$ cat config.mk
export PLATFORM = sky130hd
export DESIGN_NAME = psum_read_controller
export DESIGN_NICKNAME = d
export VERILOG_FILES = /design/src/rtl/psum_read_controller.sv
export SDC_FILE = /design/constraint.sdc
export NUM_CORES = 1
export LEC_CHECK = 0
export ABC_CLOCK_PERIOD_IN_PS = 2300
export CAP_MARGIN = 15
export CORE_UTILIZATION = 40
export CTS_CLUSTER_DIAMETER = 100
export DETAILED_ROUTE_END_ITERATION = 8
export PLACE_DENSITY = 0.76
export SETUP_SLACK_MARGIN = 0.02
export SLEW_MARGIN = 20
export SYNTH_ARGS = -nofsm -noshare
export SYNTH_HDL_FRONTEND = slang
export SYNTH_SLANG_ARGS = --single-unit
$ cat constraint.sdc
create_clock -name clk -period 2.3 [get_ports clk]
set_input_delay 0.345 -clock clk [delete_from_list [all_inputs] [get_ports clk]]
set_output_delay 0.345 -clock clk [all_outputs]
set_load 0.005 [all_outputs]
$ cat src/rtl/psum_read_controller.sv
`timescale 1ns/1ps
// Psum read controller.
// Finds the bank holding a given operation's psums, streams its words
// through a 2-entry output FIFO, then pulses that bank's clear.
module psum_read_controller #(
    parameter int TOTAL_BANK_COUNT = 6,
    parameter int SMALL_BANK_COUNT = 3,
    parameter int SMALL_DEPTH      = 16,
    parameter int ADDR_WIDTH       = 8,
    parameter int GPR_WIDTH        = 6,
    parameter int DATA_WIDTH       = 32,
    parameter int BANK_INDEX_WIDTH = $clog2(TOTAL_BANK_COUNT)
) (
    input  logic                                  clk,
    input  logic                                  reset,
    input  logic                                  rd_req,
    input  logic [GPR_WIDTH-1:0]                  rd_op_id,
    input  logic [ADDR_WIDTH-1:0]                 rd_length,
    output logic                                  rd_ack,
    output logic                                  rd_done,
    output logic                                  rd_error,
    output logic                                  busy,
    input  logic [GPR_WIDTH*TOTAL_BANK_COUNT-1:0] bank_op_id_flat,
    input  logic [TOTAL_BANK_COUNT-1:0]           bank_valid_in,
    output logic [TOTAL_BANK_COUNT-1:0]           bank_clear_out,
    output logic                                  mem_rd_en,
    output logic [BANK_INDEX_WIDTH-1:0]           mem_rd_bank,
    output logic [ADDR_WIDTH-1:0]                 mem_rd_addr,
    input  logic [DATA_WIDTH-1:0]                 mem_rd_data,
    output logic                                  out_valid,
    output logic [DATA_WIDTH-1:0]                 out_data,
    output logic                                  out_last,
    input  logic                                  out_ready
);

    typedef enum logic [2:0] {IDLE, SEARCH, READ, FLUSH, CLEAR, DONE} state_t;
    state_t state;

    logic [GPR_WIDTH-1:0]        op_id_q;
    logic [ADDR_WIDTH-1:0]       len_q;
    logic                        match_found;
    logic [BANK_INDEX_WIDTH-1:0] match_idx;
    logic                        search_err;

    logic [DATA_WIDTH-1:0] fifo_data [2];
    logic [1:0]            fifo_last;
    logic                  rd_ptr;
    logic                  wr_ptr;
    logic [1:0]            count;
    logic                  inflight_q;
    logic                  inflight_last_q;
    logic                  push;
    logic                  pop;
    logic                  issue;
    logic                  issue_last;

    // Lowest-index valid bank whose op ID matches the latched request
    always_comb begin
        match_found = 1'b0;
        match_idx   = '0;
        for (int unsigned j = 0; j < TOTAL_BANK_COUNT; j++) begin
            if (!match_found && bank_valid_in[j] &&
                bank_op_id_flat[j*GPR_WIDTH +: GPR_WIDTH] == op_id_q) begin
                match_found = 1'b1;
                match_idx   = BANK_INDEX_WIDTH'(j);
            end
        end
    end

    // Request rejection: miss, empty drain, or small bank asked for too many words
    always_comb begin
        search_err = !match_found || (len_q == '0) ||
                     ((32'(match_idx) < SMALL_BANK_COUNT) && (32'(len_q) > SMALL_DEPTH));
    end

    // Read issue gated so FIFO words plus in-flight reads never exceed 2
    always_comb begin
        pop        = out_valid && out_ready;
        push       = inflight_q;
        issue      = (state == READ) &&
                     (({1'b0, count} + {2'b00, inflight_q}) < (3'd2 + {2'b00, pop}));
        issue_last = issue && (mem_rd_addr == len_q - ADDR_WIDTH'(1));
        mem_rd_en  = issue;
        out_valid  = (count != 2'd0);
        out_data   = fifo_data[rd_ptr];
        out_last   = out_valid && fifo_last[rd_ptr];
        busy       = (state != IDLE);
    end

    // Control FSM with registered handshake, bank index, address and clear outputs
    always_ff @(posedge clk) begin
        if (reset) begin
            state          <= IDLE;
            op_id_q        <= '0;
            len_q          <= '0;
            mem_rd_bank    <= '0;
            mem_rd_addr    <= '0;
            rd_ack         <= 1'b0;
            rd_done        <= 1'b0;
            rd_error       <= 1'b0;
            bank_clear_out <= '1;
        end else begin
            rd_ack         <= 1'b0;
            rd_done        <= 1'b0;
            rd_error       <= 1'b0;
            bank_clear_out <= '1;
            case (state)
                IDLE: begin
                    if (rd_req) begin
                        op_id_q     <= rd_op_id;
                        len_q       <= rd_length;
                        mem_rd_addr <= '0;
                        rd_ack      <= 1'b1;
                        state       <= SEARCH;
                    end
                end
                SEARCH: begin
                    if (search_err) begin
                        rd_done  <= 1'b1;
                        rd_error <= 1'b1;
                        state    <= DONE;
                    end else begin
                        mem_rd_bank <= match_idx;
                        state       <= READ;
                    end
                end
                READ: begin
                    if (issue) begin
                        mem_rd_addr <= mem_rd_addr + ADDR_WIDTH'(1);
                        if (issue_last) state <= FLUSH;
                    end
                end
                FLUSH: begin
                    if (pop && out_last) begin
                        bank_clear_out <= ~(TOTAL_BANK_COUNT'(1) << mem_rd_bank);
                        state          <= CLEAR;
                    end
                end
                CLEAR: begin
                    rd_done <= 1'b1;
                    state   <= DONE;
                end
                DONE:    state <= IDLE;
                default: state <= IDLE;
            endcase
        end
    end

    // Read-return capture and 2-entry output FIFO
    always_ff @(posedge clk) begin
        if (reset) begin
            inflight_q      <= 1'b0;
            inflight_last_q <= 1'b0;
            rd_ptr          <= 1'b0;
            wr_ptr          <= 1'b0;
            count           <= '0;
            fifo_data[0]    <= '0;
            fifo_data[1]    <= '0;
            fifo_last       <= '0;
        end else begin
            inflight_q      <= issue;
            inflight_last_q <= issue_last;
            if (push) begin
                fifo_data[wr_ptr] <= mem_rd_data;
                fifo_last[wr_ptr] <= inflight_last_q;
                wr_ptr            <= ~wr_ptr;
            end
            if (pop) rd_ptr <= ~rd_ptr;
            case ({push, pop})
                2'b10:   count <= count + 2'd1;
                2'b01:   count <= count - 2'd1;
                default: count <= count;
            endcase
        end
    end

endmodule

Word level (Yosys, flattened, before mapping)
Memory sizes are Yosys's and may differ from the RTL's. A register that Yosys moved wholly into a read port is not among the register bits.
Cells that the tools add are included.
- flip-flop bits (word level): 45
- bits in latches: 0
- memory bits (writable): 64
- bits in read-only memories: 0
- input bits: 92
- logic and storage cells: 133
- memories kept: 1
- memories (memory ; depth ; width ; read ports ; clocked after Yosys merged registers in ; write ports ; RTL line ; source):
    fifo_data ; 2 ; 32 ; 1 ; 1 ; 2 ; 45 ; logic [DATA_WIDTH-1:0] fifo_data [2];
- add/sub/neg operators: 6
- multipliers: 0
- divide/modulo/power cells: 0
- order comparisons: 6
- equal/unequal tests: 17
- shift operators: 1
- muxes and demuxes: 39
- bitwise logic cells: 8
- reductions and logical operators: 40
- operators by type and width (cell ; number):
    $eq 6x6->1 ; 6
    $mux 32 ; 1
    $reduce_or 32->1 ; 1
    $mux 3 ; 9
    $mux 1 ; 21
    $logic_and 1x1->1 ; 18
    $mux 8 ; 2
    $pmux 8 s2 ; 1
    $pmux 3 s5 ; 1
    $add 8x1->8 const B ; 1
    $eq 8x8->1 ; 1
    $gt 8x5->1 const B ; 1
    $logic_not 8->1 ; 1
    $ne 2x2->1 const B ; 4
    $sub 8x1->8 const B ; 1
    $not 1->1 ; 7
    $eq 3x2->1 const B ; 2
    $logic_not 1->1 ; 6
    $not 6->6 ; 1
    $reduce_bool 2->1 ; 3
    $shl 1x3->6 const A ; 1
    $lt 1x2->1 const B ; 2
    $pmux 2 s2 ; 1
    $reduce_and 2->1 ; 2
    21 further kinds ; 23

Longest topological paths before layout
Gate-level depths: netlist (run 1).
- depth in word-level cells: 28
- gate-level depth with buffers: 9
- depth with buffers taken out: 9

Least setup slack after synthesis (run 1)
No wires, ideal clock.
- path type: reg-to-reg
- start: register len_q[0]
- end: register state[0]
- library setup time: 74 ps
- data arrival time: 1973 ps
- path slack: 253 ps
- cell stages (with the launch flop): 10
- buffers on the path: 0
- period minus slack after synthesis: 2047 ps
- cells stage by stage: dfxtp_1 inv_1 ha_1 xor2_1 or3b_1 a211oi_2 nand4_1 a31o_1 o21a_1 o21ai_0
- cells in the longest elaborated chain, start to end: 5
- elaborated cells between the ends (all ways): 12
- ends and longest elaborated chain (what ; RTL line ; source):
    from (decl) ; 40 ; logic [ADDR_WIDTH-1:0] len_q;
    from (signal assigned) ; 111 ; len_q <= rd_length;
    $sub 8x1->8, or another cell as far along ; 82 ; issue_last = issue && (mem_rd_addr == len_q - ADDR_WIDTH'(1));
    $eq 8x8->1, or another cell as far along ; 82 ;
    $logic_and 1x1->1 / $logic_or 1x1->1 (equally long branches) ; 82, 72 ;
    $ne 2x2->1 (no line) / $mux 3 (equally long branches) ; -- ;
    $reduce_and 4->1 (no line) / $pmux 3 s5 (equally long branches) ; -- ;
    to (signal assigned) ; 93 ; state <= IDLE;
    to (signal assigned) ; 114 ; state <= SEARCH;
    to (signal assigned) ; 121 ; state <= DONE;
    to (decl) ; 37 ; state_t state;
Parallel ways exist; a longest one is shown, timed or not.
A chain may end at the register's enable or synchronous reset.

Worst setup path after layout (run 1)
- start: register len_q[1]
- end: register state[0]
Same word-level chain as after synthesis.

==> flow_summary.ini, run 1 <==
[detailed_routing]
vias_per_cell = 4.96
avgRoutedWirePerCell_um = 14.4
drc = 0
vias = 4072
drt_first_pass_iters = 4
dr.first_iter.drc_count = 162
wirelength_mm = 11.8
ant_nets = 0

[floorplanning]
die_area_sq_um = 13800
coreArea_sq_um = 12800
fp-row-count = 41
die_h_um = 118
start_util_pct = 41.6
die_w_um = 118
ios = 148

[finish]
final_nets = 742
stdcell_area_sq_um = 7410
drive_gt1_share_pct = 13.9
fin_cells = 821
antenna_cells = 0
fin_util_pct = 57.8
area_growth_pct = 38.8

[grt]
grt_max_degree = 36
antenna_found_initial = 0
grt_pass1_wl_mm = 19.5
track_usage_pct = 17.6
grt-ovfl-total = 0
grt_pass1_vias = 4073

[timing]
worst_pin_slew_ns = 0.445
relSlewSlack_pct = 70.3
clock_skew_ns = 0.00619
slew_violations = 0
holdWs_ns = 0.451
setup_violations = 0
rsz0062_at_grt = true
fin_crit_ns = 2.16
post-route-period-util_pct = 93.8
hold_viol = 0
max_freq_mhz = 463

[placement]
post_dp_cell_area_sq_um = 7100
port_buffers = 147
place_congestion = 0.809
post-place-cells = 804
dpl.hpwl_mm = 8.37

[clock_network]
clk_pin_slew_ns = 0.07
cts_buffers = 9
cts-htree-levels = 3
hold_buffers = 0
cts_tree = built
insertion_delay_ns = 0.34
cts.sinks = 110
clockBufferDepth = 2
root_buffer = clkbuf_16

[worst_setup_path]
critPathLaunch = len_q[1]
r2r-end = state[0]
cpLargestDelayFamily = compound AO/OA/AOI/OAI gates
cp.buffers_inverters = 1
r2r_start = len_q[1]
cp.required_ns = 2.57
crit_type = flip-flop to flip-flop
critPathCapture = state[0]
crit_path_end_kind = flip-flop
crit_slowest_cell = or3b_1
cpPeakStageDelay_ns = 0.37
cp_cell_sequence = inv_1 > ha_2 > xor2_2 > or3b_1 > a211oi_2 > nand4_1 > a31o_1 > o21a_1 > o21ai_0
arrival_ns = 2.43
ff2ff_setup_slack_ns = 0.14
path_max_fanout = 5
crit_cells = 9
reg2reg_depth = 9
critical_path.startpoint_type = flip-flop

[synthesis]
syn_nets = 590
ys.flop_type = edfxtp_1
synth_cells = 492
ys_ff_latch = 110
synth_area_leaders = edfxtp_1 36%, dfxtp_1 17%, and2_1 7.5%
netlist_top_cells_count = 64 x and2_1, 64 x edfxtp_1, 46 x dfxtp_1, 42 x nand2_1, 32 x mux2_2
synth_top_area_share_pct = 36.0
ys_warn_count = 0
synth_area_leader_cell = edfxtp_1
synth.distinct_cells = 50
ys_seq_area_share_pct = 53.2
synth_edf_count = 64
syn_area_sq_um = 5340
avgSynthCellArea_sq_um = 10.9
synthArstFlopShare_pct = 0

[power_and_ir_drop]
powerDensity_nw_per_um2 = 661
finalPower_w = 0.00490
leakage_nw = 2.77
peakVddDrop_v = 0.000332

[status]
status = finished, final reports clean

[flow_run]
max_cap_violations = 0

[min_path]
hold_path_class = flip-flop to flip-flop
[kinds of logic (layout without fill, tap and decap cells)]
logic type,Yosys count,count (layout),synth area share (%)
AO/OA/AOI/OAI,51,51,5.93
XOR/XNOR,54,54,9.00
adder cells (fa/ha/maj),6,6,1.41
AND/OR/NAND/NOR,199,199,20.3
flip-flops,110,110,53.2
buffers and inverters,37,194,2.81
multiplexers,35,35,7.31
[worst reg2reg max path: cells and delay by family, from the launching register on]
family / cells / cell delay, ns
and+or+nand+nor: 2 / 0.52
xor gates and xnor gates: 1 / 0.16
DFF: 1 / 0.33
adders and majority gates: 1 / 0.24
AOI/OAI and AO/OA: 4 / 0.74
buffers and inverters: 1 / 0.07
[metrics by stage]
step                      setup slack, ns  setup TNS (ns)
after floorplan                     0.253               0
after global routing              -0.0126         -0.0126
after global placement             0.0979               0
after detailed placement           0.0362               0
after CTS                          0.0997               0
final                               0.142               0
[worst min path at each step]
| stage | startpoint | to | slack, ns | cells past startpoint |
|---|---|---|---|---|
| 2_1_floorplan | mem_rd_bank[2] | bank_clear_out[4] | 0.42 | 1 |
| 4_1_cts | mem_rd_bank[2] | bank_clear_out[4] | 0.45 | 1 |
| 3_5_place_dp | mem_rd_bank[2] | bank_clear_out[4] | 0.44 | 1 |
| 3_3_place_gp | mem_rd_bank[0] | bank_clear_out[3] | 0.44 | 1 |
| 6_report | mem_rd_bank[0] | bank_clear_out[3] | 0.45 | 1 |
| 5_1_grt | mem_rd_bank[2] | bank_clear_out[4] | 0.47 | 1 |
[flip-flops by register name (all words and copies together), names as in the netlist, named ones only]
register / count
op_id_q: 6
rd_done: 1
inflight_last_q: 1
inflight_q: 1
mem_rd_bank: 3
mem_rd_addr: 8
rd_error: 1
count: 2
len_q: 8
state: 3
rd_ptr: 1
fifo_last: 2
fifo_data: 64
wr_ptr: 1
rd_ack: 1
bank_clear_out: 6
[metal layers]
| metal | global-route usage (%) | vias to the layer above | wire length, um |
|---|---|---|---|
| li1 | - | 2007 | - |
| met3 | 3.63 | 11 | 721 |
| met4 | 5.37 | 0 | 125 |
| met5 | 0 | - | 0 |
| met2 | 30.4 | 128 | 5770 |
| met1 | 22.1 | 1926 | 5170 |
[power by group]
part	switching, W	internal (W)
clock	0.000709	0.000739
combinational	0.000524	0.000586
sequential	0.000143	0.00220
[timing repair]
action / in CTS / in global routing
setup buffers: 0 / 1
endpoints found under the hold margin: 0 / 0
endpoints found under the setup margin: 1 / 4
resized for setup: 7 / 5
pin swaps: 1 / 3
[placed cells by master, fill, tap and decap left out, drive strengths merged, types with 4 or more instances in the layout]
cell type	count
nor3	8
inv	15
a21o	5
ha	6
nand3	13
dfxtp	46
or2	6
edfxtp	64
clkdlybuf4s50	146
o21ai	10
clkinv	4
xor2	31
nor2	31
xnor2	23
clkbuf	9
nand2	42
nor4	7
a21oi	23
mux2	32
and2	64
buf	18
nand4	11
[final cells by class]
class,count,area (sq um)
inverters,13,48.8
flip-flops and latches,110,2850
multi-input cells,345,2380
repair buffers,165,1640
clock inverters,7,48.8
well taps,172,215
fillers,1074,5410
clock buffers,9,225
No activity file was read; power rests on OpenSTA's default activity.
==> run 2: changes to the inputs <==
--- a/config.mk
+++ b/config.mk
@@ -7,9 +7,11 @@
 export LEC_CHECK = 0
 export ABC_CLOCK_PERIOD_IN_PS = 2300
 export CAP_MARGIN = 15
+export CORE_ASPECT_RATIO = 2
 export CORE_UTILIZATION = 40
 export CTS_CLUSTER_DIAMETER = 100
 export DETAILED_ROUTE_END_ITERATION = 8
+export HOLD_SLACK_MARGIN = 0.08
 export PLACE_DENSITY = 0.76
 export SETUP_SLACK_MARGIN = 0.02
 export SLEW_MARGIN = 20
==> flow_summary.ini, run 2 (synthesized netlist as in run 1, its figures left out) <==
[status]
status = finished, final reports clean

[worst_setup_path]
cpPeakStageDelay_ns = 0.40
path_max_fanout = 4
arrival_ns = 2.41
cp.buffers_inverters = 1
crit_path_end_kind = flip-flop
cpLargestDelayFamily = compound AO/OA/AOI/OAI gates
crit_type = flip-flop to flip-flop
critical_path.startpoint_type = flip-flop
crit_slowest_cell = or3b_4
cp.required_ns = 2.57
cp_cell_sequence = inv_1 > ha_2 > xor2_1 > or3b_4 > a211oi_2 > nand4_1 > a31o_1 > o21a_1 > o21ai_0

[detailed_routing]
drc = 0
drt_first_pass_iters = 4
ant_nets = 0
wirelength_mm = 12.4
vias_per_cell = 5.10
dr.first_iter.drc_count = 125
avgRoutedWirePerCell_um = 15.3
vias = 4127

[finish]
fin_cells = 810
layout_common_cells = 146 x clkdlybuf4s50_1, 64 x and2_1, 64 x edfxtp_1
stdcell_area_sq_um = 7480
antenna_cells = 0
regMostFlops = fifo_data
drive_gt1_share_pct = 16.1
area_growth_pct = 40.2
final_common_cell = clkdlybuf4s50_1
largest_reg_flops = 64
final_nets = 751
reg_top3 = fifo_data x64, len_q x8, mem_rd_addr x8

[placement]
dpl.hpwl_mm = 9.48
post_dp_cell_area_sq_um = 7110
place_congestion = 0.812
port_buffers = 147
post-place-cells = 789

[grt]
grt_pass1_vias = 4163
antenna_found_initial = 0
track_usage_pct = 18.0
grt_max_degree = 36
grt-ovfl-total = 0
grt_pass1_wl_mm = 19.7

[floorplanning]
die_area_sq_um = 13800
die_h_um = 165
start_util_pct = 41.1
die_w_um = 83.7
fp-row-count = 59
coreArea_sq_um = 13000
ios = 148

[timing]
post-route-period-util_pct = 93.4
rsz0062_at_grt = false
relSlewSlack_pct = 70.3
worst_pin_slew_ns = 0.443
slew_violations = 0
max_freq_mhz = 466
hold_viol = 0
fin_crit_ns = 2.15
setup_violations = 0
clock_skew_ns = 0.0140

[clock_network]
cts_buffers = 9
root_buffer = clkbuf_16
insertion_delay_ns = 0.35
clk_pin_slew_ns = 0.08
clockBufferDepth = 2
cts-htree-levels = 3
cts.sinks = 110
hold_buffers = 0
cts_tree = built

[power_and_ir_drop]
leakage_nw = 2.84
powerDensity_nw_per_um2 = 673
peakVddDrop_v = 0.000505

[flow_run]
max_cap_violations = 0

[min_path]
hold_path_class = flip-flop to flip-flop
## run 2: metal layers
layer	global-route usage (%)	vias to the layer above	wire length, um
met5	0	-	0
met2	37.6	117	7430
met3	3.08	18	446
li1	-	2027	-
met1	16.9	1965	4230
met4	6.78	0	292
## run 2: layout make-up
class                           instances  area [sq um]
Sequential cell                       110          2860
Multi-Input combinational cell        345          2370
Tap cell                              152           190
Clock inverter                          7          81.3
Timing Repair Buffer                  174          1710
Clock buffer                            9           225
Inverter                               13          48.8
Fill cell                            1100          5510
## run 2: report_power, final
group	internal (W)	switching, W
combinational	0.000619	0.000532
sequential	0.00220	0.000144
clock	0.000777	0.000756
## run 2: final timing paths
| kind | startpoint | end | slack (ns) | cells past startpoint |
|---|---|---|---|---|
| setup / recovery | len_q[1] | state[0] | 0.15 | 9 |
| hold / removal | inflight_last_q | fifo_last[0] | 0.46 | 2 |
| setup reg to reg | len_q[1] | state[0] | 0.15 | 9 |
| hold reg to reg | inflight_last_q | fifo_last[0] | 0.46 | 2 |
## run 2: worst reg2reg max path, cell delays in order, from the launching register on
cell      delay [ns]
dfxtp_2         0.34
inv_1           0.08
ha_2            0.19
xor2_1          0.17
or3b_4          0.40
a211oi_2        0.26
nand4_1         0.14
a31o_1          0.27
o21a_1          0.17
o21ai_0         0.06
## run 2: repair_timing
item,CTS,global route
pin swaps,1,3
setup buffers,2,3
endpoints found under the setup margin,1,5
resized for setup,7,10
## run 2: stage by stage
step                hold slack [ns]  setup WS (ns)  setup TNS (ns)  power, W  utilization (%)
floorplan                     0.421          0.253               0   0.00301                -
detailed placement            0.452        -0.0773          -0.164   0.00352             54.7
global route                  0.478        0.00651               0   0.00529             57.6
global placement              0.444         0.0495               0   0.00348             54.7
CTS                           0.468          0.110               0   0.00506             57.3
finish                        0.463          0.153               0   0.00503             57.6
==> run 3: changes to the inputs <==
--- a/config.mk
+++ b/config.mk
@@ -5,14 +5,15 @@
 export SDC_FILE = /design/constraint.sdc
 export NUM_CORES = 1
 export LEC_CHECK = 0
-export ABC_CLOCK_PERIOD_IN_PS = 2300
+export ABC_AREA = 1
+export ABC_CLOCK_PERIOD_IN_PS = 2000
 export CAP_MARGIN = 15
 export CORE_ASPECT_RATIO = 2
 export CORE_UTILIZATION = 40
 export CTS_CLUSTER_DIAMETER = 100
 export DETAILED_ROUTE_END_ITERATION = 8
 export HOLD_SLACK_MARGIN = 0.08
-export PLACE_DENSITY = 0.76
+export PLACE_DENSITY = 0.75
 export SETUP_SLACK_MARGIN = 0.02
 export SLEW_MARGIN = 20
 export SYNTH_ARGS = -nofsm -noshare
==> constraint.sdc (replaced) <==
create_clock -name clk -period 2 [get_ports clk]
set_input_delay 0.3 -clock clk [delete_from_list [all_inputs] [get_ports clk]]
set_output_delay 0.3 -clock clk [all_outputs]
set_load 0.005 [all_outputs]
==> flow_summary.ini, run 3 <==
[timing]
setup_violations = 0
fin_setup_tns_ns = 0
post-route-period-util_pct = 95.6
holdWs_ns = 0.451
setup_ws_ns = 0.0875
worst_pin_slew_ns = 0.484
max_freq_mhz = 523
fin_crit_ns = 1.91
slew_violations = 0
rsz0062_at_grt = true
hold_viol = 0
clock_skew_ns = 0.0121
relSlewSlack_pct = 67.5

[worst_setup_path]
cp.required_ns = 2.28
critPathCapture = state[1]
crit_type = flip-flop to flip-flop
arrival_ns = 2.19
critPathLaunch = len_q[0]
r2r_start = len_q[0]
cpPeakStageDelay_ns = 0.37
critical_path.startpoint_type = flip-flop
reg2reg_depth = 12
ff2ff_setup_slack_ns = 0.09
cp_cell_sequence = inv_4 > ha_1 > or2_2 > nand3_1 > o211ai_1 > nor2_2 > nand4_1 > nand2_1 > nand2_2 > nor2_4 > nand2_1 > a21oi_2
cp_common_cell = nand2_1
path_max_fanout = 5
r2r-end = state[1]
crit_slowest_cell = dfxtp_4
crit_path_end_kind = flip-flop

[floorplanning]
die_h_um = 169
start_util_pct = 41.0
die_area_sq_um = 14400
die_w_um = 85.3
ios = 148
coreArea_sq_um = 13500
fp-row-count = 60

[finish]
final_common_cell = nand2_1
final_nets = 936
regMostFlops = fifo_data
n_fill_cell = 1202
area_growth_pct = 42.6
antenna_cells = 0
drive_gt1_share_pct = 18.0
reg_top3 = fifo_data x64, len_q x8, mem_rd_addr x8
largest_reg_flops = 64
layout_common_cells = 134 x nand2_1, 113 x clkdlybuf4s50_1, 110 x nor2_1

[detailed_routing]
drc = 0
drt_first_pass_iters = 4
vias = 4845
ant_nets = 0
wirelength_mm = 13.8
vias_per_cell = 4.85
avgRoutedWirePerCell_um = 13.8
dr.first_iter.drc_count = 127

[placement]
dpl.hpwl_mm = 10.4
place_congestion = 0.900
port_buffers = 147
dp_slack_ns = -0.162

[clock_network]
insertion_delay_ns = 0.35
root_buffer = clkbuf_16
cts.sinks = 110
cts_buffers = 9
clockBufferDepth = 2
clk_pin_slew_ns = 0.07
cts_tree = built
cts-htree-levels = 3

[power_and_ir_drop]
peakVddDrop_v = 0.000392
leakage_nw = 3.53
powerDensity_nw_per_um2 = 678

[synthesis]
ys_seq_area_share_pct = 51.3
synth_cells = 657
netlist_top_cells_count = 139 x nand2_1, 113 x nor2_1, 91 x inv_1, 64 x edfxtp_1, 46 x dfxtp_1
syn_area_sq_um = 5550
synth.distinct_cells = 42
synth_most_common_cell = nand2_1
synth_top_area_share_pct = 34.6
synth_area_leaders = edfxtp_1 35%, dfxtp_1 17%, nand2_1 9.4%
ys_warn_count = 0
ys.flop_type = edfxtp_1
synth_area_leader_cell = edfxtp_1
avgSynthCellArea_sq_um = 8.44
synthArstFlopShare_pct = 0
syn_nets = 755
ys_ff_latch = 110
synth_edf_count = 64

[grt]
track_usage_pct = 19.3
antenna_found_initial = 0
grt-ovfl-total = 0
grt_max_degree = 35
grt_pass1_wl_mm = 21.3
grt_pass1_vias = 4748

[status]
status = finished, final reports clean

[min_path]
hp-start = mem_rd_bank[1]
hold_path_class = flip-flop to flip-flop

[flow_run]
max_cap_violations = 0
[run 3: cell types whose count changed after synthesis, sizes merged, moves of 4 or more]
cell    before  now
clkbuf      14   10
o21ai       10   32
a21o         5    0
xnor2       23    6
nand3       13   21
and2        64    1
xor2        31    5
inv         13  102
nor2        31  127
nand2       42  145
buf         10    4
nor4         7    1
[run 3: repair_timing]
action | CTS | global route
pin swaps | 1 | 14
endpoints found under the setup margin | 35 | 9
cloned | 1 | 0
setup buffers | 2 | 4
gates resized for setup | 41 | 28
hold buffers | 0 | 0
[run 3: power breakdown]
group	total, W	switching [W]	internal (W)
Clock	0.00189	0.000852	0.00104
Combinational	0.000940	0.000474	0.000466
Sequential	0.00253	0.0000577	0.00248
[run 3: worst max-delay path, delay by kind of cell (launching register included)]
family,cells,cell delay [ns]
fa+ha+maj,1,0.22
buf+inv,1,0.05
flops,1,0.37
compound gates,2,0.22
simple gates,8,0.99
[run 3: how the worst min path moves through the flow]
stage,end,depth (start not counted)
final,bank_clear_out[2],1
after global routing,bank_clear_out[2],1
after CTS,bank_clear_out[2],1
after detailed placement,bank_clear_out[2],1
after global placement,bank_clear_out[2],1
after floorplan,len_q[7],2
[run 3: cells by family (layout without fill, tap and decap cells)]
group | Yosys count | after routing | synth area share (%)
AO/OA/AOI/OAI | 61 | 61 | 6.16
flip-flops | 110 | 110 | 51.3
XOR/XNOR | 11 | 11 | 1.74
adder cells (fa/ha/maj) | 6 | 6 | 1.35
multiplexers | 32 | 32 | 6.50
AND/OR/NAND/NOR | 320 | 320 | 25.1
buffers and inverters | 117 | 303 | 7.94
[run 3: area by class of cell]
type                       count  area (sq um)  area share, %
timing repair buffer         184          1790           22.7
sequential                   110          2860           36.2
multi-input combinational    430          2340           29.6
clock inverter                 6          88.8           1.12
tap                          155           194           2.45
clock buffer                  10           239           3.02
inverter                     103           392           4.95
[run 3: stage by stage]
stage	utilization (%)	total power [W]	instances	cell area [sq um]
2_1_floorplan	-	0.00303	657	5560
3_3_place_gp	55.2	0.00349	975	7460
3_5_place_dp	55.2	0.00351	975	7460
4_1_cts	57.7	0.00538	994	7790
5_1_grt	58.5	0.00561	998	7910
6_report	58.5	0.00537	998	7910
[run 3: routing by layer]
metal | global-route usage [%] | wire [um] | up-vias
met3 | 2.24 | 595 | 27
met1 | 16.8 | 4540 | 2192
met4 | 10.6 | 422 | 0
met5 | 0 | 0 | -
li1 | - | - | 2467
met2 | 40.3 | 8210 | 159
